`config.mk`:
```
export PLATFORM = sky130hd
export DESIGN_NAME = hazard_ctl
export DESIGN_NICKNAME = d
export VERILOG_FILES = /design/src/rtl/hazard_ctl.sv
export SDC_FILE = /design/constraint.sdc
export NUM_CORES = 1
export LEC_CHECK = 0
export CAP_MARGIN = 20
export CORE_AREA = 2 2 51 53
export CTS_CLUSTER_DIAMETER = 120
export CTS_CLUSTER_SIZE = 10
export DETAILED_ROUTE_END_ITERATION = 16
export DIE_AREA = 0 0 53 55
export MAX_ROUTING_LAYER = met4
export PLACE_DENSITY = 0.8
export SLEW_MARGIN = 20
export SYNTH_ARGS = -nofsm -noshare
export SYNTH_HDL_FRONTEND = slang
export SYNTH_SLANG_ARGS = --single-unit
```
`constraint.sdc`:
```
create_clock -name clk -period 3.8 [get_ports clk]
set_input_delay 0.95 -clock clk [delete_from_list [all_inputs] [get_ports clk]]
set_output_delay 0.95 -clock clk [all_outputs]
set_load 0.005 [all_outputs]
```
`src/rtl/hazard_ctl.sv`:
```
// Pipeline hazard controller: load-use stalls, taken-branch flushes and external hold,
// with saturating stall/flush event counters.
module hazard_ctl (
  input  logic       clk,
  input  logic       reset,
  input  logic [4:0] id_rs,
  input  logic [4:0] id_rt,
  input  logic       ex_memread,
  input  logic [4:0] ex_rt,
  input  logic       mem_branch,
  input  logic       mem_zero,
  input  logic       ext_hold,
  output logic       pc_write,
  output logic       ifid_write,
  output logic       idex_bubble,
  output logic       ifid_flush,
  output logic       idex_flush,
  output logic       exmem_flush,
  output logic [7:0] stall_cnt,
  output logic [7:0] flush_cnt,
  output logic [1:0] state
);

  typedef enum logic [1:0] {
    StRun   = 2'd0,
    StStall = 2'd1,
    StFlush = 2'd2,
    StHold  = 2'd3
  } state_e;

  state_e     state_q, state_d;
  logic [7:0] stall_cnt_q, flush_cnt_q;
  logic       stall_inc, flush_inc;
  logic       load_use, taken_branch;

  // Register $0 is never a real producer, so a load targeting it cannot create a hazard.
  assign load_use     = ex_memread && (ex_rt != 5'd0) && ((ex_rt == id_rs) || (ex_rt == id_rt));
  assign taken_branch = mem_branch && mem_zero;

  always_comb begin
    pc_write    = 1'b1;
    ifid_write  = 1'b1;
    idex_bubble = 1'b0;
    ifid_flush  = 1'b0;
    idex_flush  = 1'b0;
    exmem_flush = 1'b0;
    state_d     = StRun;
    stall_inc   = 1'b0;
    flush_inc   = 1'b0;
    if (!reset) begin
      pc_write    = 1'b0;
      ifid_write  = 1'b0;
      idex_bubble = 1'b1;
      ifid_flush  = 1'b1;
      idex_flush  = 1'b1;
      exmem_flush = 1'b1;
    end else if (taken_branch) begin
      ifid_write  = 1'b0;
      idex_bubble = 1'b1;
      ifid_flush  = 1'b1;
      idex_flush  = 1'b1;
      exmem_flush = 1'b1;
      state_d     = StFlush;
      flush_inc   = 1'b1;
    end else if (ext_hold) begin
      pc_write    = 1'b0;
      ifid_write  = 1'b0;
      idex_bubble = 1'b1;
      state_d     = StHold;
      stall_inc   = 1'b1;
    end else if (load_use && (state_q == StRun || state_q == StHold)) begin
      pc_write    = 1'b0;
      ifid_write  = 1'b0;
      idex_bubble = 1'b1;
      state_d     = StStall;
      stall_inc   = 1'b1;
    end
    // STALL and FLUSH fall through to the free-running defaults: their LU is stale.
  end

  always_ff @(posedge clk) begin
    if (!reset) begin
      state_q     <= StRun;
      stall_cnt_q <= 8'd0;
      flush_cnt_q <= 8'd0;
    end else begin
      state_q <= state_d;
      if (stall_inc && (stall_cnt_q != 8'hff)) stall_cnt_q <= stall_cnt_q + 8'd1;
      if (flush_inc && (flush_cnt_q != 8'hff)) flush_cnt_q <= flush_cnt_q + 8'd1;
    end
  end

  assign stall_cnt = stall_cnt_q;
  assign flush_cnt = flush_cnt_q;
  assign state     = state_q;

endmodule
```
==> insert_results.sql, run 1 <==
INSERT INTO impl_metrics (metric_group, metric, value, unit) VALUES
('worst_setup_path', 'critical_path.startpoint', 'ex_rt[3]', ''),
('cells_and_area', 'multi_input_area', '593', 'µm²'),
('detailed_routing', 'wl', '2560', 'µm'),
('floorplanning', 'placementRows', '18', ''),
('yosys', 'synth_fp_nets', '139', ''),
('floorplanning', 'start_util', '41.2', '%'),
('timing', 'final_setup_tns', '0', 'ns'),
('placement', 'dpl.hpwl', '1880', 'µm'),
('cells_and_area', 'fill_cells', '205', ''),
('cts', 'cts_hold_buf', '0', ''),
('cts', 'clock_tree.buffer_depth', '2', ''),
('timing', 'finalMaxSlewViolations', '0', ''),
('grt', 'grt.overflow.total', '0', ''),
('timing', 'setup_viol', '0', ''),
('cells_and_area', 'postLayoutCellArea', '1530', 'µm²'),
('detailed_routing', 'routed_wirelength_normalized_by_instance_count', '13.3', 'µm'),
('yosys', 'yosysSeqAreaShare', '37.0', '%'),
('cells_and_area', 'diodes', '0', ''),
('placement', 'placement.setup.worst_slack', '-0.00834', 'ns'),
('floorplanning', 'io_pins', '45', ''),
('yosys', 'synthesis.area_per_instance', '8.40', 'µm²'),
('worst_setup_path', 'timing.critical_path.arrival', '2.78', 'ns'),
('cells_and_area', 'sequential_cell_area', '360', 'µm²'),
('detailed_routing', 'drc_marker_count_from_the_first_detailed_route_iteration', '10', ''),
('timing', 'achievable-frequency', '268', 'MHz'),
('grt', 'globalRouteTotalUtil', '18.5', '%'),
('timing', 'final.min_clock_period', '3.73', 'ns'),
('timing', 'setup_slack', '0.0734', 'ns'),
('cells_and_area', 'final_nets', '187', ''),
('floorplanning', 'dieArea', '2920', 'µm²'),
('cts', 'h-tree-depth', '1', ''),
('cts', 'worst_path_clk_slew', '0.11', 'ns'),
('cts', 'cts_tree', 'built', ''),
('grt', 'vias_in_the_first_global_route', '909', ''),
('floorplanning', 'design.core.area', '2360', 'µm²'),
('worst_setup_path', 'crit-reg2reg-launch', 'stall_cnt[0]', ''),
('power', 'total_power_per_unit_cell_area', '259', 'nW/µm²'),
('worst_setup_path', 'setup.worst_path.end_class', 'output pin', ''),
('yosys', 'synth-seq-cells', '18', ''),
('worst_hold_path', 'min-delay-path-class', 'flop to flop', ''),
('yosys', 'synth.distinct_cells', '32', ''),
('detailed_routing', 'route.vias.total', '984', ''),
('cts', 'cts_buffer_count', '3', ''),
('timing', 'post-route-period-util', '98.1', '%'),
('timing', 'finalClockSkew', '0.00653', 'ns'),
('yosys', 'synthesis.area', '975', 'µm²'),
('timing', 'worst_slew_pin_tran', '0.340', 'ns'),
('yosys', 'yosysWarnings', '0', ''),
('placement', 'placedInstanceArea', '1450', 'µm²'),
('timing', 'slew_headroom', '77.1', '%'),
('cells_and_area', 'fraction_of_layout_instances_using_a_drive_strength_above_1', '9.82', '%'),
('detailed_routing', 'detail_route.vias_per_cell', '5.10', ''),
('power', 'power.leakage', '0.000591', 'µW'),
('floorplanning', 'die_y_extent', '55', 'µm'),
('worst_setup_path', 'crit_type', 'input port to output pin', ''),
('detailed_routing', 'route.antenna.remaining_nets', '0', ''),
('worst_setup_path', 'start_kind', 'input port', ''),
('worst_hold_path', 'start_point_of_the_worst_min_delay_path', 'stall_cnt[4]', ''),
('grt', 'grt_start_max_net_pins', '16', ''),
('run', 'cap_viol_max_count', '0', ''),
('timing', 'finalHoldWorstSlack', '0.496', 'ns'),
('yosys', 'netlist_instances', '116', ''),
('placement', 'number_of_buffer_cells_added_on_primary_ports', '44', ''),
('worst_setup_path', 'worst-endpoint-required', '2.85', 'ns'),
('power', 'vdd_drop_max', '0.231', 'mV'),
('worst_setup_path', 'timing.critical_path.fanout_max', '3', ''),
('cts', 'root_buffer', 'sky130_fd_sc_hd__clkbuf_4', ''),
('placement', 'gp_congestion', '0.753', ''),
('yosys', 'netlist.area_leader.share', '37.0', '%'),
('status', 'outcome', 'finished clean', ''),
('grt', 'grt_first_pass_wirelength', '3890', 'µm'),
('detailed_routing', 'drtPass1Iterations', '3', ''),
('yosys', 'yosysTopAreaCell', 'sky130_fd_sc_hd__dfxtp_1', ''),
('cts', 'clock_sinks', '18', ''),
('timing', 'final-hold-violation-count', '0', ''),
('cts', 'worst_skew_pair.late_latency', '0.29', 'ns'),
('grt', 'antenna_found_initial', '0', ''),
('timing', 'grt_setup_unrepaired', 'no', ''),
('floorplanning', 'die_width', '53', 'µm'),
('yosys', 'synth.area.top_cells', 'sky130_fd_sc_hd__dfxtp_1 (37%), sky130_fd_sc_hd__xnor2_1 (12%), sky130_fd_sc_hd__nand2_1 (4.6%), sky130_fd_sc_hd__xor2_1 (4.5%), sky130_fd_sc_hd__nor2_1 (4.2%)', ''),
('cells_and_area', 'area.growth.synth_to_final', '57.0', '%'),
('detailed_routing', 'post-route-drc-count', '0', '');
==> cell usage after synthesis, drive strengths merged <==
cell type / n
and3: 4
inv: 4
nor3b: 1
nand3: 8
nand2: 12
nand4: 2
o31ai: 2
nor2: 11
or3: 1
and4: 1
a31o: 1
a41oi: 2
o22ai: 1
a21oi: 7
or3b: 1
ha: 2
o311ai: 1
xor2: 5
o21ai: 3
o41ai: 2
nor3: 2
or4: 2
mux2i: 2
dfxtp: 18
nor2b: 1
xnor2: 13
or2: 1
buf: 3
clkbuf: 3
==> critical path: stages <==
cell                              delay (ns)
sky130_fd_sc_hd__clkdlybuf4s50_1        0.55
sky130_fd_sc_hd__xnor2_1                0.14
sky130_fd_sc_hd__nand2_1                0.09
sky130_fd_sc_hd__o22ai_2                0.16
sky130_fd_sc_hd__a41oi_2                0.14
sky130_fd_sc_hd__nor2b_1                0.17
sky130_fd_sc_hd__inv_1                  0.06
sky130_fd_sc_hd__clkdlybuf4s50_1        0.50
==> placed cells by master, fill, tap and decap left out, types with 2 or more instances in the layout <==
| cell type | count |
|---|---|
| sky130_fd_sc_hd__clkdlybuf4s50_1 | 40 |
| sky130_fd_sc_hd__dfxtp_1 | 18 |
| sky130_fd_sc_hd__nand2_1 | 12 |
| sky130_fd_sc_hd__xnor2_1 | 11 |
| sky130_fd_sc_hd__nor2_1 | 11 |
| sky130_fd_sc_hd__nand3_1 | 7 |
| sky130_fd_sc_hd__a21oi_1 | 7 |
| sky130_fd_sc_hd__xor2_1 | 5 |
| sky130_fd_sc_hd__buf_4 | 5 |
| sky130_fd_sc_hd__inv_1 | 4 |
| sky130_fd_sc_hd__and3_1 | 4 |
| sky130_fd_sc_hd__dlymetal6s2s_1 | 4 |
| sky130_fd_sc_hd__o21ai_0 | 3 |
| sky130_fd_sc_hd__clkbuf_4 | 3 |
| sky130_fd_sc_hd__xnor2_2 | 2 |
| sky130_fd_sc_hd__nor3_1 | 2 |
| sky130_fd_sc_hd__o41ai_1 | 2 |
| sky130_fd_sc_hd__o31ai_1 | 2 |
| sky130_fd_sc_hd__or4_1 | 2 |
| sky130_fd_sc_hd__mux2i_1 | 2 |
| sky130_fd_sc_hd__nand4_1 | 2 |
| sky130_fd_sc_hd__ha_1 | 2 |
==> stage by stage <==
stage,cells,util [%],total power [µW]
2_1_floorplan,116,-,232
3_3_place_gp,188,61.3,275
3_5_place_dp,188,61.3,277
4_1_cts,192,63.1,396
5_1_grt,193,64.7,417
6_report,193,64.7,397
==> flip-flops by register name (all words and copies together) (netlist names) <==
| signal | flops |
|---|---|
| state | 2 |
| flush_cnt | 8 |
| stall_cnt | 8 |
==> per-layer routing <==
metal	GRT usage (%)	vias to the layer above	wire, µm
met3	4.30	2	230
met4	7.69	0	19
met2	32.9	34	1270
li1	-	502	-
met1	20.1	446	1050
met5	-	-	0
==> final cells by class <==
| class | instances | share of cell area [%] |
|---|---|---|
| clock buffers | 4 | 2.37 |
| inverters | 4 | 0.981 |
| multi-input cells | 88 | 38.8 |
| flip-flops and latches | 18 | 23.5 |
| well taps | 30 | 2.45 |
| repair buffers | 49 | 31.9 |
==> path summary, 6_finish.rpt <==
check	slack [ns]	endpoint	cells past startpoint
setup / recovery	0.07	idex_bubble	8
hold / removal	0.50	stall_cnt[4]	1
setup reg to reg	2.01	stall_cnt[7]	5
hold reg to reg	0.50	stall_cnt[4]	1
==> kinds of logic (layout without fill, tap and decap cells) <==
family	Yosys count	after routing	synth area share [%]
and+or+nand+nor	47	47	23.9
AOI/OAI and AO/OA	19	19	13.5
xor gates and xnor gates	18	18	16.2
DFF	18	18	37.0
buffers and inverters	10	57	4.88
adders and majority gates	2	2	2.57
muxes	2	2	2.05
==> where the power goes <==
group          switching [µW]  internal, µW  leakage, µW
sequential               3.15           192     0.000146
clock                    59.9          58.3    0.0000210
combinational            33.9          49.3     0.000425
total                    97.0           300     0.000591
==> what timing repair did <==
item,4_1_cts,5_1_grt
pin swaps,1,4
setup buffers,0,1
resized for setup,1,7
setup endpoints to repair,1,3
No activity file was read; power rests on OpenSTA's default activity.
==> run 2, diff against run 1 <==
--- a/config.mk
+++ b/config.mk
@@ -11,8 +11,10 @@
 export CTS_CLUSTER_SIZE = 10
 export DETAILED_ROUTE_END_ITERATION = 16
 export DIE_AREA = 0 0 53 55
+export GPL_ROUTABILITY_DRIVEN = 0
 export MAX_ROUTING_LAYER = met4
 export PLACE_DENSITY = 0.8
+export SKIP_CTS_REPAIR_TIMING = 1
 export SLEW_MARGIN = 20
 export SYNTH_ARGS = -nofsm -noshare
 export SYNTH_HDL_FRONTEND = slang
==> run 2 against run 1 <==
  * Final area decreased by 1.3%
  * Cell count unchanged
  * Worst hold slack unchanged
  * First-iteration DRC count unchanged
  * Critical path depth unchanged
  * Sequential share of layout area increased by 0.31 points
  * Die area unchanged
  * Routed wire length decreased by 2.5%
  * Clock-buffer cell count unchanged
  * Non-clock buffer count unchanged
  * Sequential cell count unchanged
  * Worst setup slack improved by 0.024 ns
==> insert_results.sql, run 2 (synthesized netlist as in run 1, its figures left out) <==
INSERT INTO impl_metrics (metric_group, metric, value, unit) VALUES
('floorplanning', 'start_util', '41.2', '%'),
('timing', 'final-hold-violation-count', '0', ''),
('cts', 'worst_skew_pair.late_latency', '0.29', 'ns'),
('timing', 'final_setup_tns', '0', 'ns'),
('timing', 'worst_slew_pin_tran', '0.340', 'ns'),
('floorplanning', 'dieArea', '2920', 'µm²'),
('detailed_routing', 'route.vias.total', '984', ''),
('placement', 'number_of_buffer_cells_added_on_primary_ports', '44', ''),
('cts', 'worst_path_clk_slew', '0.11', 'ns'),
('power', 'pwr-share-clk', '30.1', '%'),
('timing', 'final.min_clock_period', '3.70', 'ns'),
('power', 'power_frac_comb', '20.3', '%'),
('cells_and_area', 'most-common-layout-cells', 'sky130_fd_sc_hd__clkdlybuf4s50_1 (40), sky130_fd_sc_hd__dfxtp_1 (18), sky130_fd_sc_hd__xnor2_1 (13)', ''),
('placement', 'dpl.hpwl', '1880', 'µm'),
('power', 'vdd_drop_max', '0.231', 'mV'),
('detailed_routing', 'routed_wirelength_normalized_by_instance_count', '12.9', 'µm'),
('placement', 'placement.setup.worst_slack', '-0.00834', 'ns'),
('floorplanning', 'die_width', '53', 'µm'),
('timing', 'finalMaxSlewViolations', '0', ''),
('timing', 'finalClockSkew', '0.00653', 'ns'),
('timing', 'achievable-frequency', '270', 'MHz'),
('power', 'report.power.total', '393', 'µW'),
('cts', 'clock_tree.buffer_depth', '2', ''),
('power', 'internal-power', '298', 'µW'),
('worst_setup_path', 'critical_path.startpoint', 'ex_rt[3]', ''),
('detailed_routing', 'post-route-drc-count', '0', ''),
('detailed_routing', 'wl', '2500', 'µm'),
('worst_hold_path', 'min-delay-path-class', 'flop to flop', ''),
('power', 'pwr-share-seq', '49.6', '%'),
('worst_setup_path', 'crit_type', 'input port to output pin', ''),
('cells_and_area', 'fill_cells', '208', ''),
('cts', 'cts_buffer_count', '3', ''),
('floorplanning', 'placementRows', '18', ''),
('detailed_routing', 'drtPass1Iterations', '3', ''),
('power', 'total_power_per_unit_cell_area', '260', 'nW/µm²'),
('cts', 'clock_sinks', '18', ''),
('worst_setup_path', 'worst-endpoint-required', '2.85', 'ns'),
('floorplanning', 'die_y_extent', '55', 'µm'),
('timing', 'slew_headroom', '77.1', '%'),
('timing', 'setup_slack', '0.0975', 'ns'),
('grt', 'globalRouteTotalUtil', '18.0', '%'),
('power', 'switching_share', '24.2', '%'),
('grt', 'vias_in_the_first_global_route', '895', ''),
('floorplanning', 'design.core.area', '2360', 'µm²'),
('grt', 'grt.overflow.total', '0', ''),
('grt', 'antenna_found_initial', '0', ''),
('placement', 'placed_cells_incl_taps', '188', ''),
('worst_setup_path', 'timing.critical_path.arrival', '2.75', 'ns'),
('power', 'power.leakage', '0.000579', 'µW'),
('worst_setup_path', 'start_kind', 'input port', ''),
('worst_setup_path', 'crit-reg2reg-launch', 'stall_cnt[0]', ''),
('power', 'total_switching_power', '95.0', 'µW'),
('cts', 'h-tree-depth', '1', ''),
('detailed_routing', 'drc_marker_count_from_the_first_detailed_route_iteration', '10', ''),
('cells_and_area', 'sequential_cell_area', '360', 'µm²'),
('cts', 'cts_tree', 'built', ''),
('run', 'cap_viol_max_count', '0', ''),
('cells_and_area', 'multi_input_area', '573', 'µm²'),
('detailed_routing', 'detail_route.vias_per_cell', '5.10', ''),
('timing', 'setup_viol', '0', ''),
('detailed_routing', 'route.antenna.remaining_nets', '0', ''),
('worst_setup_path', 'timing.critical_path.fanout_max', '3', ''),
('worst_hold_path', 'start_point_of_the_worst_min_delay_path', 'stall_cnt[4]', ''),
('worst_setup_path', 'setup.worst_path.end_class', 'output pin', ''),
('timing', 'post-route-period-util', '97.4', '%'),
('cts', 'root_buffer', 'sky130_fd_sc_hd__clkbuf_4', ''),
('cells_and_area', 'post_layout_nonfiller_instances', '193', ''),
('cells_and_area', 'mostFrequentLayoutCell', 'sky130_fd_sc_hd__clkdlybuf4s50_1', ''),
('grt', 'grt_start_max_net_pins', '16', ''),
('status', 'outcome', 'finished clean', ''),
('grt', 'grt_first_pass_wirelength', '3800', 'µm'),
('floorplanning', 'io_pins', '45', ''),
('timing', 'finalHoldWorstSlack', '0.496', 'ns'),
('cells_and_area', 'final_nets', '187', ''),
('cells_and_area', 'area.growth.synth_to_final', '54.9', '%'),
('cells_and_area', 'diodes', '0', ''),
('cells_and_area', 'fraction_of_layout_instances_using_a_drive_strength_above_1', '7.98', '%');
-- run 2: metrics by stage --
stage                     cell area [µm²]  util [%]
after global placement               1450      61.3
final                                1510      63.9
after CTS                            1490      62.9
after detailed placement             1450      61.3
after global routing                 1510      63.9
after floorplan                       975         -
-- run 2: path summary, 6_finish.rpt --
path | to | slack [ns] | cells after the start
min | stall_cnt[4] | 0.50 | 1
min reg2reg | stall_cnt[4] | 0.50 | 1
max reg2reg | stall_cnt[7] | 2.01 | 5
max | idex_bubble | 0.1 | 8
-- run 2: worst max-delay path, cell delays in order --
cell and delay [ns]:
sky130_fd_sc_hd__clkdlybuf4s50_1 0.55, sky130_fd_sc_hd__xnor2_1 0.14, sky130_fd_sc_hd__nand2_1 0.09, sky130_fd_sc_hd__o22ai_2 0.16, sky130_fd_sc_hd__a41oi_2 0.14, sky130_fd_sc_hd__nor2b_1 0.17, sky130_fd_sc_hd__inv_1 0.06, sky130_fd_sc_hd__clkdlybuf4s50_1 0.50
-- run 2: area by class of cell --
cell class / count / area share [%]
multi-input combinational: 88 / 37.9
timing repair buffer: 49 / 32.3
sequential: 18 / 23.9
tap: 30 / 2.49
clock buffer: 4 / 2.40
inverter: 4 / 0.994
-- run 2: metal layers --
metal | global-route usage [%] | wire [µm] | vias up
met3 | 4.30 | 234 | 2
met4 | 7.69 | 19 | 0
li1 | - | - | 502
met1 | 19.6 | 1040 | 446
met2 | 31.7 | 1200 | 34
met5 | - | 0 | -
-- run 2: power groups by stage --
stage | Clock, µW | Combinational, µW | Sequential [µW]
floorplan | 0 | 32.4 | 199
global placement | 0 | 75.8 | 199
detailed placement | 0 | 78.1 | 199
CTS | 121 | 78.5 | 195
global route | 131 | 86.5 | 196
finish | 118 | 79.8 | 195
==> run 3, diff against run 2 <==
--- a/config.mk
+++ b/config.mk
@@ -15,7 +15,7 @@
 export MAX_ROUTING_LAYER = met4
 export PLACE_DENSITY = 0.8
 export SKIP_CTS_REPAIR_TIMING = 1
-export SLEW_MARGIN = 20
+export SLEW_MARGIN = 10
 export SYNTH_ARGS = -nofsm -noshare
 export SYNTH_HDL_FRONTEND = slang
 export SYNTH_SLANG_ARGS = --single-unit
==> results of run 3 <==
Final layout, timing and power as in run 2 (identical DEF).
